**src/rtl/seq_mag_comparator_pkg.sv**
```systemverilog
// Shared types for the sequential magnitude comparator: FSM states,
// result encoding and a printable label for each result.
package cmp_pkg;

  typedef enum logic [1:0] {
    IDLE = 2'd0,
    SCAN = 2'd1,
    DONE = 2'd2
  } state_t;

  typedef enum logic [1:0] {
    RES_GT = 2'd0,
    RES_LT = 2'd1,
    RES_EQ = 2'd2
  } result_t;

  // Three ASCII characters packed into 24 bits, suitable for %s printing.
  function automatic logic [23:0] result_str(input result_t r);
    logic [23:0] s;
    case (r)
      RES_GT:  s = "A>B";
      RES_LT:  s = "A<B";
      default: s = "A=B";
    endcase
    return s;
  endfunction

endpackage

```
**src/rtl/seq_mag_comparator_if.sv**
```systemverilog
// Request/response bundle of the comparator. The producer drives the
// operands, the consumer drives out_ready; the comparator is the slave.
interface seq_mag_comparator_if #(
  parameter int W  = 16,
  parameter int CW = 3
);
  logic          in_valid;
  logic          in_ready;
  logic [W-1:0]  a;
  logic [W-1:0]  b;
  logic          signed_mode;
  logic          out_valid;
  logic          out_ready;
  logic          gt;
  logic          lt;
  logic          eq;
  logic [CW-1:0] out_cycles;

  modport master (
    output in_valid, a, b, signed_mode, out_ready,
    input  in_ready, out_valid, gt, lt, eq, out_cycles
  );

  modport slave (
    input  in_valid, a, b, signed_mode, out_ready,
    output in_ready, out_valid, gt, lt, eq, out_cycles
  );
endinterface

```
**src/rtl/seq_mag_comparator_chunk_cmp.sv**
```systemverilog
// Unsigned compare of one CHUNK-bit slice of each operand.
module chunk_cmp #(
  parameter int CHUNK = 4
) (
  input  logic [CHUNK-1:0] ca,
  input  logic [CHUNK-1:0] cb,
  output logic             c_gt,
  output logic             c_lt
);

  assign c_gt = (ca > cb);
  assign c_lt = (ca < cb);

endmodule

```
**src/rtl/seq_mag_comparator.sv**
```systemverilog
// Multi-cycle magnitude comparator. Operands are scanned MSB chunk first and
// the scan stops at the first chunk that differs. Signed compares are turned
// into unsigned ones by flipping the operand sign bits when they are latched.
module seq_mag_comparator
  import cmp_pkg::*;
#(
  parameter int W     = 16,
  parameter int CHUNK = 4
) (
  input logic                 clk,
  input logic                 rst_n,
  seq_mag_comparator_if.slave bus
);

  localparam int NCHUNK = W / CHUNK;
  localparam int CW     = $clog2(NCHUNK) + 1;
  localparam int IW     = (NCHUNK > 1) ? $clog2(NCHUNK) : 1;
  localparam logic [W-1:0] MSB_MASK = W'(1) << (W - 1);

  if (CHUNK < 1 || W < CHUNK || (W % CHUNK) != 0) begin : g_param_check
    $fatal(1, "seq_mag_comparator: W must be a non-zero multiple of CHUNK");
  end

  state_t          state;
  logic [W-1:0]    a_q;
  logic [W-1:0]    b_q;
  logic [IW-1:0]   idx;
  logic [CW-1:0]   cnt;
  logic            out_valid_q;
  logic            gt_q;
  logic            lt_q;
  logic            eq_q;
  logic [CW-1:0]   cycles_q;
  logic [CHUNK-1:0] ca;
  logic [CHUNK-1:0] cb;
  logic            c_gt;
  logic            c_lt;

  assign ca = a_q[idx*CHUNK +: CHUNK];
  assign cb = b_q[idx*CHUNK +: CHUNK];

  chunk_cmp #(.CHUNK(CHUNK)) u_chunk_cmp (
    .ca   (ca),
    .cb   (cb),
    .c_gt (c_gt),
    .c_lt (c_lt)
  );

  assign bus.in_ready   = (state == IDLE);
  assign bus.out_valid  = out_valid_q;
  assign bus.gt         = gt_q;
  assign bus.lt         = lt_q;
  assign bus.eq         = eq_q;
  assign bus.out_cycles = cycles_q;

  // Accept, scan one chunk per cycle until resolved, then hold the result.
  always_ff @(posedge clk or negedge rst_n) begin
    if (!rst_n) begin
      state       <= IDLE;
      a_q         <= '0;
      b_q         <= '0;
      idx         <= '0;
      cnt         <= '0;
      out_valid_q <= 1'b0;
      gt_q        <= 1'b0;
      lt_q        <= 1'b0;
      eq_q        <= 1'b0;
      cycles_q    <= '0;
    end else begin
      case (state)
        IDLE: begin
          if (bus.in_valid) begin
            a_q   <= bus.a ^ (bus.signed_mode ? MSB_MASK : '0);
            b_q   <= bus.b ^ (bus.signed_mode ? MSB_MASK : '0);
            idx   <= IW'(NCHUNK - 1);
            cnt   <= '0;
            state <= SCAN;
          end
        end
        SCAN: begin
          cnt <= cnt + 1'b1;
          if (c_gt) begin
            gt_q        <= 1'b1;
            lt_q        <= 1'b0;
            eq_q        <= 1'b0;
            cycles_q    <= cnt + 1'b1;
            out_valid_q <= 1'b1;
            state       <= DONE;
          end else if (c_lt) begin
            gt_q        <= 1'b0;
            lt_q        <= 1'b1;
            eq_q        <= 1'b0;
            cycles_q    <= cnt + 1'b1;
            out_valid_q <= 1'b1;
            state       <= DONE;
          end else if (idx == '0) begin
            gt_q        <= 1'b0;
            lt_q        <= 1'b0;
            eq_q        <= 1'b1;
            cycles_q    <= CW'(NCHUNK);
            out_valid_q <= 1'b1;
            state       <= DONE;
          end else begin
            idx <= idx - 1'b1;
          end
        end
        DONE: begin
          if (bus.out_ready) begin
            out_valid_q <= 1'b0;
            state       <= IDLE;
          end
        end
        default: begin
          state       <= IDLE;
          out_valid_q <= 1'b0;
        end
      endcase
    end
  end

endmodule

```
**src/flat_wrapper.sv**
```systemverilog
// flat-port wrapper written by rule: the top's interface ports become plain ports
module seq_mag_comparator_flat import cmp_pkg::*;
#(
  parameter int W     = 16,
  parameter int CHUNK = 4
)
  (clk, rst_n, bus_in_valid, bus_a, bus_b, bus_signed_mode, bus_out_ready, bus_in_ready, bus_out_valid, bus_gt, bus_lt, bus_eq, bus_out_cycles);
  seq_mag_comparator_if #(.W(W), .CW(3)) bus_i ();
  input logic clk;
  input logic rst_n;
  input wire logic [$bits(bus_i.in_valid)-1:0] bus_in_valid;
  input wire logic [$bits(bus_i.a)-1:0] bus_a;
  input wire logic [$bits(bus_i.b)-1:0] bus_b;
  input wire logic [$bits(bus_i.signed_mode)-1:0] bus_signed_mode;
  input wire logic [$bits(bus_i.out_ready)-1:0] bus_out_ready;
  output wire logic [$bits(bus_i.in_ready)-1:0] bus_in_ready;
  output wire logic [$bits(bus_i.out_valid)-1:0] bus_out_valid;
  output wire logic [$bits(bus_i.gt)-1:0] bus_gt;
  output wire logic [$bits(bus_i.lt)-1:0] bus_lt;
  output wire logic [$bits(bus_i.eq)-1:0] bus_eq;
  output wire logic [$bits(bus_i.out_cycles)-1:0] bus_out_cycles;
  assign bus_i.in_valid = bus_in_valid;
  assign bus_i.a = bus_a;
  assign bus_i.b = bus_b;
  assign bus_i.signed_mode = bus_signed_mode;
  assign bus_i.out_ready = bus_out_ready;
  assign bus_in_ready = bus_i.in_ready;
  assign bus_out_valid = bus_i.out_valid;
  assign bus_gt = bus_i.gt;
  assign bus_lt = bus_i.lt;
  assign bus_eq = bus_i.eq;
  assign bus_out_cycles = bus_i.out_cycles;
  seq_mag_comparator #(.W(W), .CHUNK(CHUNK)) u_core (.clk(clk), .rst_n(rst_n), .bus(bus_i));
endmodule
```
**config.mk**
```make
export PLATFORM = sky130hd
export DESIGN_NAME = seq_mag_comparator_flat
export DESIGN_NICKNAME = d
export VERILOG_FILES = /design/src/rtl/seq_mag_comparator_pkg.sv /design/src/rtl/seq_mag_comparator_if.sv /design/src/rtl/seq_mag_comparator_chunk_cmp.sv /design/src/rtl/seq_mag_comparator.sv /design/src/flat_wrapper.sv
export SDC_FILE = /design/constraint.sdc
export NUM_CORES = 1
export LEC_CHECK = 0
export ABC_AREA = 1
export CAP_MARGIN = 25
export CORE_MARGIN = 2
export CORE_UTILIZATION = 51
export DETAILED_ROUTE_END_ITERATION = 10
export GPL_TIMING_DRIVEN = 0
export PLACE_DENSITY = 0.9
export SLEW_MARGIN = 40
export SYNTH_ARGS = -nofsm -noshare
export SYNTH_HDL_FRONTEND = slang
export SYNTH_SLANG_ARGS = --single-unit
```
**constraint.sdc**
```tcl
create_clock -name clk -period 2.3 [get_ports clk]
set_input_delay 0.69 -clock clk [delete_from_list [all_inputs] [get_ports clk]]
set_output_delay 0.69 -clock clk [all_outputs]
set_load 0.02 [all_outputs]
```
After elaboration in Yosys (flattened, before gate mapping) --
Cells that the tools add are included.
Operators by class: add/subtract/negate cells 2, $lt $le $gt $ge 2, equality and inequality tests 8, shift operators 2, muxes and demuxes 29, bitwise logic cells 3, reduce and logical (&&, ||, !) cells 10
Operators by type and width (number):
- 16-bit by 5-bit variable part select with 4-bit output | 2
- 16-bit XOR | 2
- 2-bit two-way mux | 9
- 16-bit two-way mux | 1
- 3-bit two-way mux | 4
- 1-bit two-way mux | 11
- 2-bit != test, second input constant | 5
- 2-bit one-hot mux with 3 select lines | 1
- 3-bit one-hot mux with 2 select lines | 1
- 2-bit AND reduction | 3
- 3-bit AND reduction | 2
- 5-bit AND reduction | 1
- 4-bit greater-than comparator | 1
- 2-bit zero test | 2
- 4-bit less-than comparator | 1
- 4-bit by 1-bit != test with 1-bit output, second input constant | 1
- 2-bit one-hot mux with 2 select lines | 1
- 3-bit by 1-bit adder with 3-bit output, second input constant | 1
- 1-bit one-hot mux with 3 select lines | 1
- 3-bit nonzero test | 1
- 2-bit by 1-bit equality test with 1-bit output, second input constant | 1
- 2-bit equality test, second input constant | 1
- 2-bit nonzero test | 1
- 2-bit by 1-bit subtractor with 2-bit output, second input constant | 1
- 1-bit inverter | 1
Word-level totals: flip-flop bits (word level) 46, input port bits 37, output and inout bits 8, logic and storage cells 66

Depth between registers and ports, before layout --
Gate-level depths: netlist (run 1).
depth after elaboration 5, depth in mapped cells 15, gate-level depth less buffers 13

Hierarchy --
From an unflattened synthesis (run 1), not the netlist that was laid out.
Second synthesis, totals: cells, all modules 270, area, all modules 2219.6 um^2
Modules (own cells, without submodules):
- seq_mag_comparator | times used 1, cells an instance 250, area each 2104.5 um^2, seq. area each 1151.1 um^2
- chunk_cmp | times used 1, cells an instance 20, area each 115.1 um^2, seq. area each 0.0 um^2

Least setup slack after synthesis (run 1) --
OpenSTA, ideal clock, no wires.
path kind reg-to-reg, start register u_core.idx[0], end register u_core.cycles_q[2], in the netlist u_core.bus.out_cycles[2], setup time 0.117 ns, data arrival time 1.755 ns, data required time 2.183 ns, path slack 0.428 ns, cell stages (with the launch flop) 15, path buffers 2, period minus slack after synthesis 1.872 ns, cells stage by stage dfrtp_1 buf_4 inv_4 buf_4 nand2_1 a32o_1 ha_1 nand2_2 inv_2 nand2_2 nand2_4 nand2_1 nand2_1 nand3_1 nand2_1
Between the ends: word-level cells in the longest chain between the ends 4, elaborated cells between the ends (all ways) 9, those cells by class order compare (2); shift (2); mux (2); reduce/logical (3)
Ends and longest elaborated chain:
- from (decl) | RTL line seq_mag_comparator.sv:27 | logic [IW-1:0] idx;
- from (signal assigned) | RTL line seq_mag_comparator.sv:75 | idx <= IW'(NCHUNK - 1);
- from (signal assigned) | RTL line seq_mag_comparator.sv:104 | idx <= idx - 1'b1;
- 16-bit by 5-bit variable part select with 4-bit output, on equally long branches | RTL line seq_mag_comparator.sv:39, seq_mag_comparator.sv:40
- 4-bit less-than comparator or 4-bit greater-than comparator (tied branches) | RTL line seq_mag_comparator_chunk_cmp.sv:12, seq_mag_comparator_chunk_cmp.sv:11
- 3-bit nonzero test (no source line) or 3-bit two-way mux (tied branches)
- 2-bit AND reduction (no source line) or 3-bit two-way mux (tied branches)
- to (signal assigned) | RTL line seq_mag_comparator.sv:86 | cycles_q <= cnt + 1'b1;
- to (signal assigned) | RTL line seq_mag_comparator.sv:93 | cycles_q <= cnt + 1'b1;
- to (signal assigned) | RTL line seq_mag_comparator.sv:100 | cycles_q <= CW'(NCHUNK);
- to (decl) | RTL line seq_mag_comparator.sv:33 | logic [CW-1:0] cycles_q;
Several ways; a longest one is shown, not always the timed one. A chain may end at the register's enable or synchronous reset.

Final worst setup path (run 1) --
start register u_core.state[0], end output bus_in_ready
Between the ends: word-level cells in the longest chain between the ends 1
Ends and longest elaborated chain:
- from (decl) | RTL line seq_mag_comparator.sv:24 | state_t state;
- from (signal assigned) | RTL line seq_mag_comparator.sv:59 | state <= IDLE;
- from (signal assigned) | RTL line seq_mag_comparator.sv:77 | state <= SCAN;
- from (signal assigned) | RTL line seq_mag_comparator.sv:88 | state <= DONE;
- 2-bit zero test | RTL line seq_mag_comparator.sv:49 | assign bus.in_ready = (state == IDLE);
- to (decl) | RTL line flat_wrapper.sv:16 | output wire logic [$bits(bus_i.in_ready)-1:0] bus_in_ready;
Every way passes these cells.

==> results.py, run 1 <==
metrics = {
    "status": {
        "status": "complete, no violations",
    },
    "clock_network": {
        "cts_hold_buf": 0,
        "cts.reportedPaths.clkPinSlew_ns": 0.08,
        "htreeDepth": 2,
        "cts_buffers": 5,
        "cts_sinks": 46,
        "cts-root-buf": "clkbuf_8",
        "postCtsSetupBuffers": 0,
        "cts_buffer_depth": 2,
        "clock_latency_ns": 0.30,
        "cts_tree": "done",
    },
    "detailed_routing": {
        "wl_per_cell_um": 12.2,
        "ant_nets": 0,
        "drt_pass1_iterations": 4,
        "routed_wl_um": 4500,
        "drc": 0,
        "viasPerCell": 5.06,
        "drtIter0Drc": 97,
        "vias": 1868,
    },
    "synth": {
        "yosysWarnings": 0,
        "async_flop_share": 1.00,
        "ys_seq_area_frac": 0.520,
        "ys.flop_type": "dfrtp_1",
        "ys_ff_latch": 46,
        "synth_edf_count": 0,
        "synth_cell_types": 25,
        "netlist.area_leader.share": 0.520,
        "yosys.area.top_type": "dfrtp_1",
        "synth_area_um2": 2210,
        "syn_nets": 310,
        "synthTopCellsByArea": "dfrtp_1 (52%), nand2_1 (23%), ha_1 (3.4%)",
        "synth_area_per_cell_um2": 8.29,
        "syn_inst": 267,
    },
    "timing": {
        "tightest_slew_ns": 0.568,
        "hold_viol": 0,
        "clock-skew-final_ns": 0.00661,
        "rsz0062_at_grt": "no",
        "finalSetupViolations": 0,
        "finalCritPeriodShare": 0.942,
        "whs_ns": 0.371,
        "fin_tns_setup_ns": 0,
        "period_minus_slack_ns": 2.17,
        "final_max_slew_viol_count": 0,
        "maxSlewHeadroom": 0.621,
        "clock.fmax_mhz": 462,
        "final.setup.worst_slack_ns": 0.134,
    },
    "floorplanning": {
        "die_height_um": 69.9,
        "dieArea_um2": 4880,
        "num_rows": 23,
        "fp.coreArea_um2": 4090,
        "die-width_um": 69.9,
        "start_util": 0.541,
        "io-pin-count": 45,
    },
    "placement": {
        "place_hpwl_um": 3350,
        "gp_congestion": 0.859,
        "preCtsSetupSlack_ns": 0.179,
        "portBuffers": 44,
    },
    "global_routing": {
        "grt_first_pass_wirelength_um": 7730,
        "track_usage": 0.201,
        "grt_start_max_net_pins": 47,
        "grt_overflow_total": 0,
        "grt_antenna_before_repair": 0,
        "grt_pass1_vias": 1802,
    },
    "setup_path": {
        "cp_top_family": "buffers and inverters",
        "required_ns": 1.61,
        "endpoint_kind": "output port",
        "crit_cells": 2,
        "critical_path_class": "reg -> out",
        "cp_max_fo": 3,
        "cp_num_buf_inv": 1,
        "critical-path-max-stage-delay_ns": 0.61,
        "crit_chain": "nor2_2 > clkdlybuf4s50_1",
        "crit_arrival_ns": 1.48,
        "reg2regPathDepth": 12,
        "start_kind": "register",
        "slowest_stage": "clkdlybuf4s50_1",
    },
    "job": {
        "max_cap_violations": 0,
    },
    "pwr": {
        "leakagePower_nw": 1.41,
        "p_per_area_nw_per_um2": 1430,
        "peakVddDrop_uv": 734,
    },
    "cells_and_area": {
        "final_common_cell": "nand2_1",
        "final_nets": 361,
        "area_growth_pct": 26.9,
        "drive_gt1_frac": 0.107,
        "final_cell_mix": "nand2_1 (133), dfrtp_1 (46), clkdlybuf4s50_1 (43)",
        "diodes": 0,
    },
    "worst_hold_path": {
        "hp-class": "in -> async",
    },
}
-- cell type report --
class / count / area, um2
Clock buffer: 7 / 86.3
Multi-Input combinational cell: 200 / 951
Sequential cell: 46 / 1150
Timing Repair Buffer: 44 / 438
Buffer: 11 / 72.6
Fill cell: 347 / 1280
Tap cell: 50 / 62.6
Clock inverter: 1 / 5.00
Inverter: 10 / 40.0
-- sequential cells by signal (all words and copies together) (netlist names) --
| register | flops |
|---|---|
| u_core.bus.eq | 1 |
| u_core.bus.out_valid | 1 |
| u_core.b_q | 16 |
| u_core.cnt | 3 |
| u_core.state | 2 |
| u_core.bus.lt | 1 |
| u_core.idx | 2 |
| u_core.bus.gt | 1 |
| u_core.a_q | 16 |
| u_core.bus.out_cycles | 3 |
-- worst reg2reg max path: stages, from the launching register on --
cell      delay (ns)
dfrtp_1         0.47
inv_1           0.13
clkbuf_4        0.20
a32o_1          0.27
ha_1            0.32
nand2_2         0.13
inv_2           0.05
nand2_2         0.10
nand2_4         0.08
nand3_4         0.08
nand2_4         0.08
nand2_1         0.09
nand2_1         0.05
-- cells by family (layout without fill, tap and decap cells) --
family | Yosys count | count (layout) | share of synthesized area
AND/OR/NAND/NOR | 165 | 165 | 0.312
flip-flops | 46 | 46 | 0.520
AO/OA/AOI/OAI | 26 | 26 | 0.0718
buffers and inverters | 21 | 73 | 0.0498
adder cells (fa/ha/maj) | 6 | 6 | 0.0339
XOR/XNOR | 3 | 3 | 0.0119
-- per-layer routing --
layer / share of wire / GRT usage / vias to the layer above
li1: - / - / 942
met4: 0.017 / 0.0897 / 0
met2: 0.50 / 0.339 / 55
met1: 0.43 / 0.246 / 863
met5: 0 / 0 / -
met3: 0.058 / 0.0447 / 8
-- Yosys cell counts, types with 3 or more instances --
cell and instances:
ha_1 6, nand3_1 8, nor2_1 11, xnor2_1 3, o21ai_0 11, dfrtp_1 46
nand2_2 5, o22ai_1 4, a32o_1 4, inv_1 7, a21oi_1 4, nand2_1 133
buf_2 5, buf_4 6
-- repair_timing --
| item | in CTS | in global routing |
|---|---|---|
| setup endpoints to repair | 0 | 8 |
| hold endpoints to repair | 0 | 0 |
| resized for setup | 0 | 2 |
-- worst paths after layout --
kind,start,end,slack [ns]
max,u_core.state[0],bus_in_ready,0.13
min,rst_n,u_core.a_q[15],0.37
max reg2reg,u_core.idx[1],u_core.bus.lt,0.15
min reg2reg,u_core.bus.eq,u_core.bus.eq,0.47
max in group asynchronous,rst_n,u_core.a_q[6],1.53
min in group clk,u_core.bus.eq,u_core.bus.eq,0.47
-- report_power, final --
group	internal, mW	switching (mW)	leakage [nW]	total, mW
logic	0.841	1.26	0.794	2.10
registers	1.18	0.228	0.572	1.41
clock network	0.242	0.258	0.0482	0.501
total	2.27	1.75	1.41	4.01
-- stage by stage --
| step | power (mW) | cells | utilization | area (um2) |
|---|---|---|---|---|
| finish | 4.01 | 369 | 0.687 | 2810 |
| global route | 4.35 | 369 | 0.687 | 2810 |
| CTS | 4.01 | 369 | 0.686 | 2800 |
| detailed placement | 3.48 | 361 | 0.664 | 2710 |
| global placement | 3.39 | 361 | 0.664 | 2720 |
| floorplan | 2.93 | 267 | - | 2210 |
(Power assumes the default switching activity.)
==> inputs of run 2 (changes only) <==
Settings changed: GPL_ROUTABILITY_DRIVEN set to 0, GPL_TIMING_DRIVEN 0 to 1, SKIP_LAST_GASP set to 1.
==> run 2 against run 1 <==
Compared with the run above: die area did not move; utilization fell by 1.1 points; fmax fell by 0.52%; combinational power fell by 4%; flip-flop and latch count did not move; sequential power rose by 3%; largest cell class unchanged; worst setup slack got worse by 0.011 ns; highest routed layer unchanged; critical endpoint unchanged.
==> results.py, run 2 (same netlist as run 1, synthesis figures left out) <==
metrics = {
    "detailed_routing": {
        "drt_pass1_iterations": 4,
        "ant_nets": 0,
        "routed_wl_um": 4520,
        "viasPerCell": 5.09,
        "wl_per_cell_um": 12.5,
        "drc": 0,
        "vias": 1842,
        "drtIter0Drc": 100,
    },
    "global_routing": {
        "grt_pass1_vias": 1792,
        "grt_overflow_total": 0,
        "grt_start_max_net_pins": 47,
        "track_usage": 0.206,
        "grt_antenna_before_repair": 0,
        "grt_first_pass_wirelength_um": 7980,
    },
    "pwr": {
        "combPwrFrac": 0.507,
        "swShare": 0.440,
        "netSwitchingPower_mw": 1.74,
        "clock_power_share": 0.127,
        "seq_power_share": 0.366,
        "peakVddDrop_uv": 606,
        "p_per_area_nw_per_um2": 1430,
        "leakagePower_nw": 1.38,
        "p_int_mw": 2.22,
        "power_mw": 3.96,
    },
    "placement": {
        "portBuffers": 44,
        "preCtsSetupSlack_ns": 0.167,
        "place_hpwl_um": 3310,
    },
    "cells_and_area": {
        "final_nets": 354,
        "area_growth_pct": 24.9,
        "drive_gt1_frac": 0.0897,
        "final_common_cell": "nand2_1",
        "fillers": 339,
        "final_cell_mix": "nand2_1 (133), dfrtp_1 (45), clkdlybuf4s50_1 (43)",
        "reg_top3": "u_core.a_q (16), u_core.b_q (16)",
        "utilization": 0.676,
        "diodes": 0,
    },
    "clock_network": {
        "cts.reportedPaths.clkPinSlew_ns": 0.08,
        "cts_sinks": 46,
        "clock_latency_ns": 0.30,
        "cts_buffers": 5,
        "cts-root-buf": "clkbuf_8",
        "cts_buffer_depth": 2,
        "htreeDepth": 2,
        "postCtsSetupBuffers": 0,
        "cts_tree": "done",
    },
    "floorplanning": {
        "die_height_um": 69.9,
        "io-pin-count": 45,
        "die-width_um": 69.9,
        "num_rows": 23,
        "dieArea_um2": 4880,
        "start_util": 0.541,
        "fp.coreArea_um2": 4090,
    },
    "timing": {
        "hold_viol": 0,
        "finalSetupViolations": 0,
        "final_max_slew_viol_count": 0,
        "clock-skew-final_ns": 0.00313,
        "fin_tns_setup_ns": 0,
        "tightest_slew_ns": 0.559,
        "finalCritPeriodShare": 0.947,
        "rsz0062_at_grt": "no",
        "period_minus_slack_ns": 2.18,
        "final.setup.worst_slack_ns": 0.123,
        "maxSlewHeadroom": 0.627,
        "clock.fmax_mhz": 459,
    },
    "status": {
        "status": "complete, no violations",
    },
    "setup_path": {
        "endpoint_kind": "output port",
        "required_ns": 1.61,
        "cp_max_fo": 3,
        "start_kind": "register",
        "crit_arrival_ns": 1.49,
        "critical_path_class": "reg -> out",
    },
    "worst_hold_path": {
        "hp-class": "in -> async",
    },
    "job": {
        "max_cap_violations": 0,
    },
}
-- run 2: repair_timing --
item                       CTS  global route
hold buffers                 0             0
setup endpoints to repair    0             2
gates resized for setup      0             1
-- run 2: stage by stage --
| stage | hold slack, ns | instances | area [um2] |
|---|---|---|---|
| final | 0.464 | 362 | 2760 |
| after global routing | 0.501 | 362 | 2760 |
| after CTS | 0.482 | 362 | 2760 |
| after detailed placement | 0.462 | 354 | 2670 |
| after global placement | 0.458 | 354 | 2670 |
| after floorplan | 0.394 | 267 | 2210 |
-- run 2: area by class of cell --
cell class / count / area (um2) / area share
clock inverters: 1 / 5.00 / 0.00181
repair buffers: 48 / 465 / 0.168
inverters: 10 / 40.0 / 0.0145
well taps: 50 / 62.6 / 0.0226
flip-flops and latches: 46 / 1150 / 0.417
clock buffers: 7 / 86.3 / 0.0312
multi-input cells: 200 / 951 / 0.344
-- run 2: final timing paths --
kind / startpoint / to / slack (ns) / depth (start not counted)
worst max register to register: u_core.idx[1] / u_core.bus.out_cycles[2] / 0.20 / 12
worst max-delay path: u_core.state[0] / bus_in_ready / 0.12 / 2
max in group asynchronous: rst_n / u_core.idx[0] / 1.44 / 2
worst min register to register: u_core.bus.out_cycles[0] / u_core.bus.out_cycles[0] / 0.48 / 2
worst min-delay path: rst_n / u_core.a_q[15] / 0.46 / 2
min in group clk: u_core.bus.out_cycles[0] / u_core.bus.out_cycles[0] / 0.48 / 2
-- run 2: power by group through the flow --
| stage | clock network [mW] | registers [mW] | logic (mW) |
|---|---|---|---|
| global route | 0.548 | 1.49 | 2.27 |
| finish | 0.505 | 1.45 | 2.01 |
| CTS | 0.516 | 1.44 | 2.03 |
| global placement | 0 | 1.44 | 1.90 |
| detailed placement | 0 | 1.45 | 2.00 |
| floorplan | 0 | 1.41 | 1.52 |
-- run 2: worst max-delay path: stages (launching register included) --
cell and delay [ns]:
dfrtp_1 0.42, nor2_2 0.15, clkdlybuf4s50_1 0.62
-- run 2: metal layers --
layer,share of wire,vias up,GRT usage
met5,0,-,0
met4,0.019,0,0.0748
met3,0.047,9,0.0577
met2,0.50,44,0.343
met1,0.43,858,0.257
li1,-,931,-
